## src/rtl/fe_fifo_reader_pkg.sv

```systemverilog
// Shared FE capture-FIFO encodings: command codes, status-bit positions and the event payload.
package fe_fifo_reader_pkg;

    localparam logic [1:0] FE_FIFO_CMD_DATA = 2'd1;
    localparam logic [1:0] FE_FIFO_CMD_STAT = 2'd2;
    localparam logic [1:0] FE_FIFO_CMD_TIME = 2'd3;

    // Status bits sit at FE_FIFO_STATUS_BITS_START in the packed FIFO word.
    localparam int unsigned FE_FIFO_STATUS_BITS_START = 8;
    localparam int unsigned FE_FIFO_RXACTIVE_BIT      = 9;
    localparam int unsigned FE_FIFO_RXACTIVE_IDX      =
        FE_FIFO_RXACTIVE_BIT - FE_FIFO_STATUS_BITS_START;

    typedef struct packed {
        logic       is_data;
        logic [7:0] data;
        logic [4:0] status;
        logic       sop;
        logic       eop;
    } fe_event_t;

endpackage

```

## src/rtl/fe_fifo_reader.sv

```systemverilog
// Drains the FE capture FIFO into a valid/ready event stream with absolute timestamps and framing.
// Define FE_READER_PKT_STATS_EN to build the packet count / last-length statistics.
module fe_fifo_reader
    import fe_fifo_reader_pkg::*;
#(
    parameter int unsigned pTIME_ACC_WIDTH       = 32,
    parameter int unsigned pTIMESTAMP_FULL_WIDTH = 16
) (
    input  logic                             fe_clk,
    input  logic                             reset_i,
    input  logic                             I_clear,
    input  logic                             I_fifo_empty,
    input  logic [1:0]                       I_command,
    input  logic [pTIMESTAMP_FULL_WIDTH-1:0] I_time,
    input  logic [7:0]                       I_data,
    input  logic [4:0]                       I_status,
    output logic                             O_fifo_rd,
    output logic                             O_event_valid,
    input  logic                             I_event_ready,
    output logic [pTIME_ACC_WIDTH-1:0]       O_event_time,
    output logic                             O_event_is_data,
    output logic [7:0]                       O_event_data,
    output logic [4:0]                       O_event_status,
    output logic                             O_event_sop,
    output logic                             O_event_eop,
    output logic                             O_error,
    output logic [15:0]                      O_pkt_count,
    output logic [15:0]                      O_last_pkt_len
);

    typedef enum logic [1:0] {S_IDLE, S_SOP_PEND, S_IN_PKT} frame_state_e;

    frame_state_e               state_q, state_d;
    logic [pTIME_ACC_WIDTH-1:0] acc_q, acc_d, time_q, time_d, acc_sum;
    logic                       valid_q, valid_d, err_q, err_d;
    fe_event_t                  ev_q, ev_d;
    logic                       pop, rxactive;

    assign acc_sum = acc_q + pTIME_ACC_WIDTH'(I_time);

    always_comb begin
        pop      = !I_fifo_empty && (!valid_q || I_event_ready) && !reset_i && !I_clear;
        rxactive = I_status[FE_FIFO_RXACTIVE_IDX];
        state_d  = state_q;
        acc_d    = acc_q;
        time_d   = time_q;
        ev_d     = ev_q;
        err_d    = err_q;
        valid_d  = valid_q && !I_event_ready;
        if (pop) begin
            case (I_command)
                FE_FIFO_CMD_TIME: acc_d = acc_sum;
                FE_FIFO_CMD_DATA: begin
                    acc_d   = acc_sum;
                    time_d  = acc_sum;
                    valid_d = 1'b1;
                    ev_d    = '{is_data: 1'b1, data: I_data, status: I_status,
                                sop: (state_q == S_SOP_PEND), eop: 1'b0};
                    if (state_q == S_SOP_PEND) state_d = S_IN_PKT;
                end
                FE_FIFO_CMD_STAT: begin
                    acc_d   = acc_sum;
                    time_d  = acc_sum;
                    valid_d = 1'b1;
                    ev_d    = '{is_data: 1'b0, data: I_data, status: I_status,
                                sop: 1'b0, eop: (!rxactive && state_q == S_IN_PKT)};
                    if (rxactive && state_q == S_IDLE) state_d = S_SOP_PEND;
                    else if (!rxactive)                state_d = S_IDLE;
                end
                // Undefined code: entry is consumed and dropped, time untouched.
                default: err_d = 1'b1;
            endcase
        end
    end

    always_ff @(posedge fe_clk) begin
        if (reset_i || I_clear) begin
            state_q <= S_IDLE;
            acc_q   <= '0;
            time_q  <= '0;
            ev_q    <= '0;
            valid_q <= 1'b0;
            err_q   <= 1'b0;
        end else begin
            state_q <= state_d;
            acc_q   <= acc_d;
            time_q  <= time_d;
            ev_q    <= ev_d;
            valid_q <= valid_d;
            err_q   <= err_d;
        end
    end

    assign O_fifo_rd       = pop;
    assign O_event_valid   = valid_q;
    assign O_event_time    = time_q;
    assign O_event_is_data = ev_q.is_data;
    assign O_event_data    = ev_q.data;
    assign O_event_status  = ev_q.status;
    assign O_event_sop     = ev_q.sop;
    assign O_event_eop     = ev_q.eop;
    assign O_error         = err_q;

`ifdef FE_READER_PKT_STATS_EN
    logic [15:0] byte_cnt_q, byte_cnt_d, pkt_cnt_q, pkt_cnt_d, last_len_q, last_len_d;

    always_comb begin
        byte_cnt_d = byte_cnt_q;
        pkt_cnt_d  = pkt_cnt_q;
        last_len_d = last_len_q;
        if (pop && I_command == FE_FIFO_CMD_DATA) begin
            if (state_q == S_SOP_PEND) begin
                byte_cnt_d = 16'd1;
            end else if (state_q == S_IN_PKT && byte_cnt_q != 16'hFFFF) begin
                byte_cnt_d = byte_cnt_q + 16'd1;
            end
        end
        if (pop && I_command == FE_FIFO_CMD_STAT && !rxactive && state_q == S_IN_PKT) begin
            last_len_d = byte_cnt_q;
            pkt_cnt_d  = pkt_cnt_q + 16'd1;
        end
    end

    always_ff @(posedge fe_clk) begin
        if (reset_i || I_clear) begin
            byte_cnt_q <= '0;
            pkt_cnt_q  <= '0;
            last_len_q <= '0;
        end else begin
            byte_cnt_q <= byte_cnt_d;
            pkt_cnt_q  <= pkt_cnt_d;
            last_len_q <= last_len_d;
        end
    end

    assign O_pkt_count    = pkt_cnt_q;
    assign O_last_pkt_len = last_len_q;
`else
    assign O_pkt_count    = '0;
    assign O_last_pkt_len = '0;
`endif

endmodule

```

## config.mk

```make
export PLATFORM = sky130hd
export DESIGN_NAME = fe_fifo_reader
export DESIGN_NICKNAME = d
export VERILOG_FILES = /design/src/rtl/fe_fifo_reader_pkg.sv /design/src/rtl/fe_fifo_reader.sv
export SDC_FILE = /design/constraint.sdc
export NUM_CORES = 1
export LEC_CHECK = 0
export CAP_MARGIN = 15
export CORE_AREA = 2 2 86 105
export CTS_BUF_LIST = sky130_fd_sc_hd__clkbuf_8
export DETAILED_ROUTE_END_ITERATION = 10
export DIE_AREA = 0 0 88 107
export PLACE_DENSITY = 0.89
export SKIP_CTS_REPAIR_TIMING = 1
export SYNTH_ARGS = -nofsm -noshare
export SYNTH_HDL_FRONTEND = slang
export SYNTH_SLANG_ARGS = --single-unit
export TNS_END_PERCENT = 1
```

## constraint.sdc

```tcl
create_clock -name fe_clk -period 9.85 [get_ports fe_clk]
set_clock_uncertainty 0.1 [all_clocks]
set_input_delay 2.955 -clock fe_clk [delete_from_list [all_inputs] [get_ports fe_clk]]
set_output_delay 2.955 -clock fe_clk [all_outputs]
set_load 0.01 [all_outputs]
```

---- Word level (Yosys, flattened, before mapping) ----
Cells that the tools add are included.
word-level totals
  register bits ........................... 84
  latch bits .............................. 0
  memory bits (writable) .................. 0
  memory bits (read-only) ................. 0
  input bits .............................. 36
  memories kept ........................... 0
cells by class
  add/subtract/negate cells ............... 1
  multiply operators ...................... 0
  divide/modulo/power cells ............... 0
  magnitude comparators ................... 0
  equal/unequal tests ..................... 7
  shift operators ......................... 0
  multiplexer cells ....................... 7
  bitwise logic cells ..................... 1
  reduce and logical (&&, ||, !) cells .... 23
operator list
  cell                                                             count
  32-bit by 16-bit adder with 32-bit output                        1
  16-bit one-hot mux with 2 select lines                           1
  2-bit AND reduction                                              4
  2-bit == test, second input constant                             3
  1-bit logical AND                                                6
  1-bit logical NOT                                                6
  2-bit 2-to-1 mux                                                 3
  2-bit by 1-bit == test with 1-bit output, second input constant  2
  2-bit one-hot mux with 2 select lines                            1
  4-bit AND reduction                                              1
  3-bit != test, second input constant                             1
  3-bit OR reduction                                               1
  2-bit logical NOT                                                1
  1-bit logical OR                                                 2
  1-bit 2-to-1 mux                                                 2
  2-bit != test, second input constant                             1
  2-bit nonzero test                                               1
  2-bit OR reduction                                               1
  1-bit NOT                                                        1

---- Longest topological paths before layout ----
  word-level depth ........................ 6
  mapped depth ............................ 9
  depth with buffers taken out ............ 9

---- Worst setup path after synthesis ----
OpenSTA, ideal clock, no wires.
  path kind ............................... input to output
  start point ............................. in reset_i
  end point ............................... out O_fifo_rd
  arrival time ............................ 3501 ps
  setup slack ............................. 3294 ps
  cell stages on the path ................. 3
  buffers on the path ..................... 0
  cell sequence ........................... nor2_2 > nand3b_1 > inv_1
between the ends
  word-level cells in the longest chain between the ends .. 3
ends and longest elaborated chain
  what                             RTL line              source
  start: declaration               fe_fifo_reader.sv:10  input logic reset_i,
  1-bit logical NOT                fe_fifo_reader.sv:42  pop = !I_fifo_empty && (!valid_q || I_event_ready) && !reset_i && !I_clear;
  1-bit logical AND (2 in series)  fe_fifo_reader.sv:42
  end: declaration                 fe_fifo_reader.sv:17  output logic O_fifo_rd,
No other way between the ends.

---- Final worst setup path ----
Same ends and word-level chain as after synthesis.

==> impl_metrics.tcl <==
set metrics [dict create \
    result_of_the_run "finished, final reports clean" \
    yosys_reg_bits 84 \
    initial_standard_cell_utilization_of_the_core 0.529 \
    die_width_um 88 \
    placement.io_buffers 86 \
    grt_setup_unrepaired "false" \
    grt_pass1_wl_um 17600 \
    synthCells 560 \
    worst_slew_pin_slew_ns 1.13 \
    timing_worst_setup_path_type "primary input to primary output" \
    worst_vdd_drop_uv 62.0 \
    leakage_nw 1.91 \
    crit_family "buffers and inverters" \
    clock_tree.htree_level_count 3 \
    synth_cell_types 51 \
    slowest_stage "nor2_2" \
    setup_tns_final_ns 0 \
    fin_hold_ws_ns 0.359 \
    synth_async_sr_flop_share 0 \
    worst_hold_path_class "flip-flop to flip-flop" \
    dr_total_vias 4145 \
    nNetsFinal 684 \
    place_congestion 0.861 \
    arrival_ns 5.25 \
    placement_rows 37 \
    detail_route.vias_per_cell 5.53 \
    worst-path-max-fanout 27 \
    dp_hpwl_um 7570 \
    area_of_the_multi_input_gates_um2 2460 \
    timing.final.hold_violations 0 \
    synth_xor_area_frac 0.0849 \
    first_iter_violations 237 \
    cp_cell_sequence "clkdlybuf4s50_1 -> nor2_2 -> nand3b_1 -> inv_1 -> clkdlybuf4s50_1" \
    synth.cell_area_um2 4440 \
    seq_area_um2 1680 \
    grt_start_max_net_pins 60 \
    crit_path_buffers_inverters 3 \
    vias_in_the_first_global_route 3894 \
    cts_tree "done" \
    ys_warn_count 0 \
    synth_compound_gate_area_share 0.180 \
    drt-pass1-iter-count 5 \
    critPathLaunchType "primary input" \
    clkSlewWorstSetupHoldPaths_ns 0.09 \
    synth-adder-area-share 0.0581 \
    fill_cells 688 \
    total_die_area_um2 9420 \
    cts_buffers 9 \
    synth_sequential_area_ratio 0.379 \
    clock_sink_count 84 \
    critPathCaptureType "primary output" \
    critPathMostFrequentCell "clkdlybuf4s50_1" \
    clock_latency_ns 0.37 \
    cp_data_required_time_ns 6.80 \
    post_synth.cell_area_avg_um2 7.92 \
    drc 0 \
    insertedDiodeCount 0 \
    placeableCoreArea_um2 8380 \
    drv_cap 0 \
    cts_root_buffer "clkbuf_8" \
    synth-simple-area-share 0.203 \
    detail_route.wl_per_cell_um 14.7 \
    grt_usage 0.232 \
    drive_gt1_frac 0.0458 \
    timing.final.crit_share 0.843 \
    io-pin-count 119 \
    crit_path_max_incr_delay_ns 0.76 \
    global_route.overflow_total 0 \
    slew-limit-headroom 0.246 \
    wl_um 11000 \
    synth_enable_flop_cells 0 \
    slew_violations 0 \
    layout.core_utilization 0.647 \
    post_detailed_route_count_of_antenna_violating_nets 0 \
    combinational_family_with_the_most_area_after_synthesis "simple AND/OR/NAND/NOR gates" \
    antenna_found_initial 0 \
    synthToLayoutAreaGrowth_pct 22.3 \
    synth_mux_area_frac 0.00226 \
    timing.fmax_ghz 0.120 \
    power.density_cell_area_nw_per_um2 125 \
    layout_min_cycle_time_ns 8.31 \
    synthFlopType "dfxtp_1" \
    fp.dieH_um 107 \
    setup_viol_count_final 0 \
    max-clock-path-buffers 2 \
]
[worst register-to-register path: stages, from the launching register on]
cell and delay (ns):
dfxtp_1 0.32, ha_1 0.23, fa_1 0.42, a21oi_1 0.21
nor2b_1 0.10, a311o_1 0.46, a22oi_1 0.52, nor2b_1 0.30
xor2_1 0.20, o21ai_0 0.10
[synth_stat cells (all sizes together) (2+ instances only)]
master | n | area share
ha | 19 | 0.054
a31oi | 2 | 0.0028
xnor2 | 28 | 0.055
nand2 | 105 | 0.089
dfxtp | 84 | 0.38
or2 | 3 | 0.0042
inv | 14 | 0.012
nor2 | 30 | 0.026
buf | 37 | 0.059
a211oi | 11 | 0.020
nor2b | 5 | 0.0071
a221oi | 2 | 0.0054
o21bai | 2 | 0.0034
nor3 | 8 | 0.0090
a21o | 4 | 0.0068
nand4 | 11 | 0.016
and3 | 2 | 0.0028
clkbuf | 25 | 0.021
nor4b | 2 | 0.0039
a21oi | 69 | 0.078
o21ai | 30 | 0.034
nand3 | 29 | 0.033
xor2 | 15 | 0.030
or3 | 2 | 0.0028
[sequential cells by signal, indices dropped and copies added, names as in the netlist]
| name | cells |
|---|---|
| O_event_time | 32 |
| acc_q | 32 |
| O_event_data | 8 |
| O_event_status | 5 |
| state_q | 2 |
| O_error | 1 |
| O_event_eop | 1 |
| O_event_is_data | 1 |
| O_event_sop | 1 |
| O_event_valid | 1 |
[cell families after synthesis]
kind of cell             count (synthesis)
multiplexers                             1
adder cells (fa/ha/maj)                 20
XOR/XNOR                                43
flip-flops                              84
other                                    1
buffers and inverters                   76
AO/OA/AOI/OAI                          132
AND/OR/NAND/NOR                        203
[power breakdown]
part	leakage, nW	switching [W]	total [W]	internal [W]
clock	0.0968	0.000136	0.000257	0.000120
combinational	1.14	0.0000448	0.0000760	0.0000311
sequential	0.678	0.00000218	0.000346	0.000343
[cell type report]
type,count,area share
Clock buffer,9,0.0228
Clock inverter,7,0.0148
Inverter,14,0.00969
Multi-Input combinational cell,431,0.454
Sequential cell,84,0.310
Tap cell,117,0.0270
Timing Repair Buffer,88,0.162
[stage by stage]
step	worst slack, ns	area [µm²]	power (W)	cells
floorplan	3.29	4550	0.000407	591
CTS	1.53	5420	0.000679	750
global route	1.27	5420	0.000703	750
global placement	1.63	5220	0.000425	734
finish	1.54	5420	0.000678	750
detailed placement	1.52	5220	0.000428	734
[routing by layer]
layer / GRT usage / vias up / share of wire
met4: 0.0879 / 0 / 0.023
met2: 0.417 / 177 / 0.52
met5: 0 / - / 0
li1: - / 1995 / -
met1: 0.266 / 1947 / 0.39
met3: 0.0423 / 26 / 0.065
[path summary, 6_finish.rpt]
kind | start | endpoint | slack, ns | cells after the start
min reg2reg | O_event_data[5]$_SDFFE_PP0P_ | O_event_data[5]$_SDFFE_PP0P_ | 0.36 | 2
max reg2reg | acc_q[0]$_SDFFE_PP0P_ | acc_q[14]$_SDFFE_PP0P_ | 6.76 | 9
max | reset_i | O_fifo_rd | 1.54 | 5
min | O_event_data[5]$_SDFFE_PP0P_ | O_event_data[5]$_SDFFE_PP0P_ | 0.36 | 2
[cells in the final DEF, fill, tap and decap left out, types with 15 or more instances in the layout]
master	synthesis	final
ha_1	19	19
o21ai_0	28	28
dfxtp_1	84	84
xnor2_1	28	28
nor2_1	29	29
conb_1	1	32
xor2_1	15	15
a21oi_1	69	69
clkdlybuf4s50_1	0	86
nand2_1	105	105
nand3_1	29	29
Note: power is estimated with default switching activity, not from simulation.
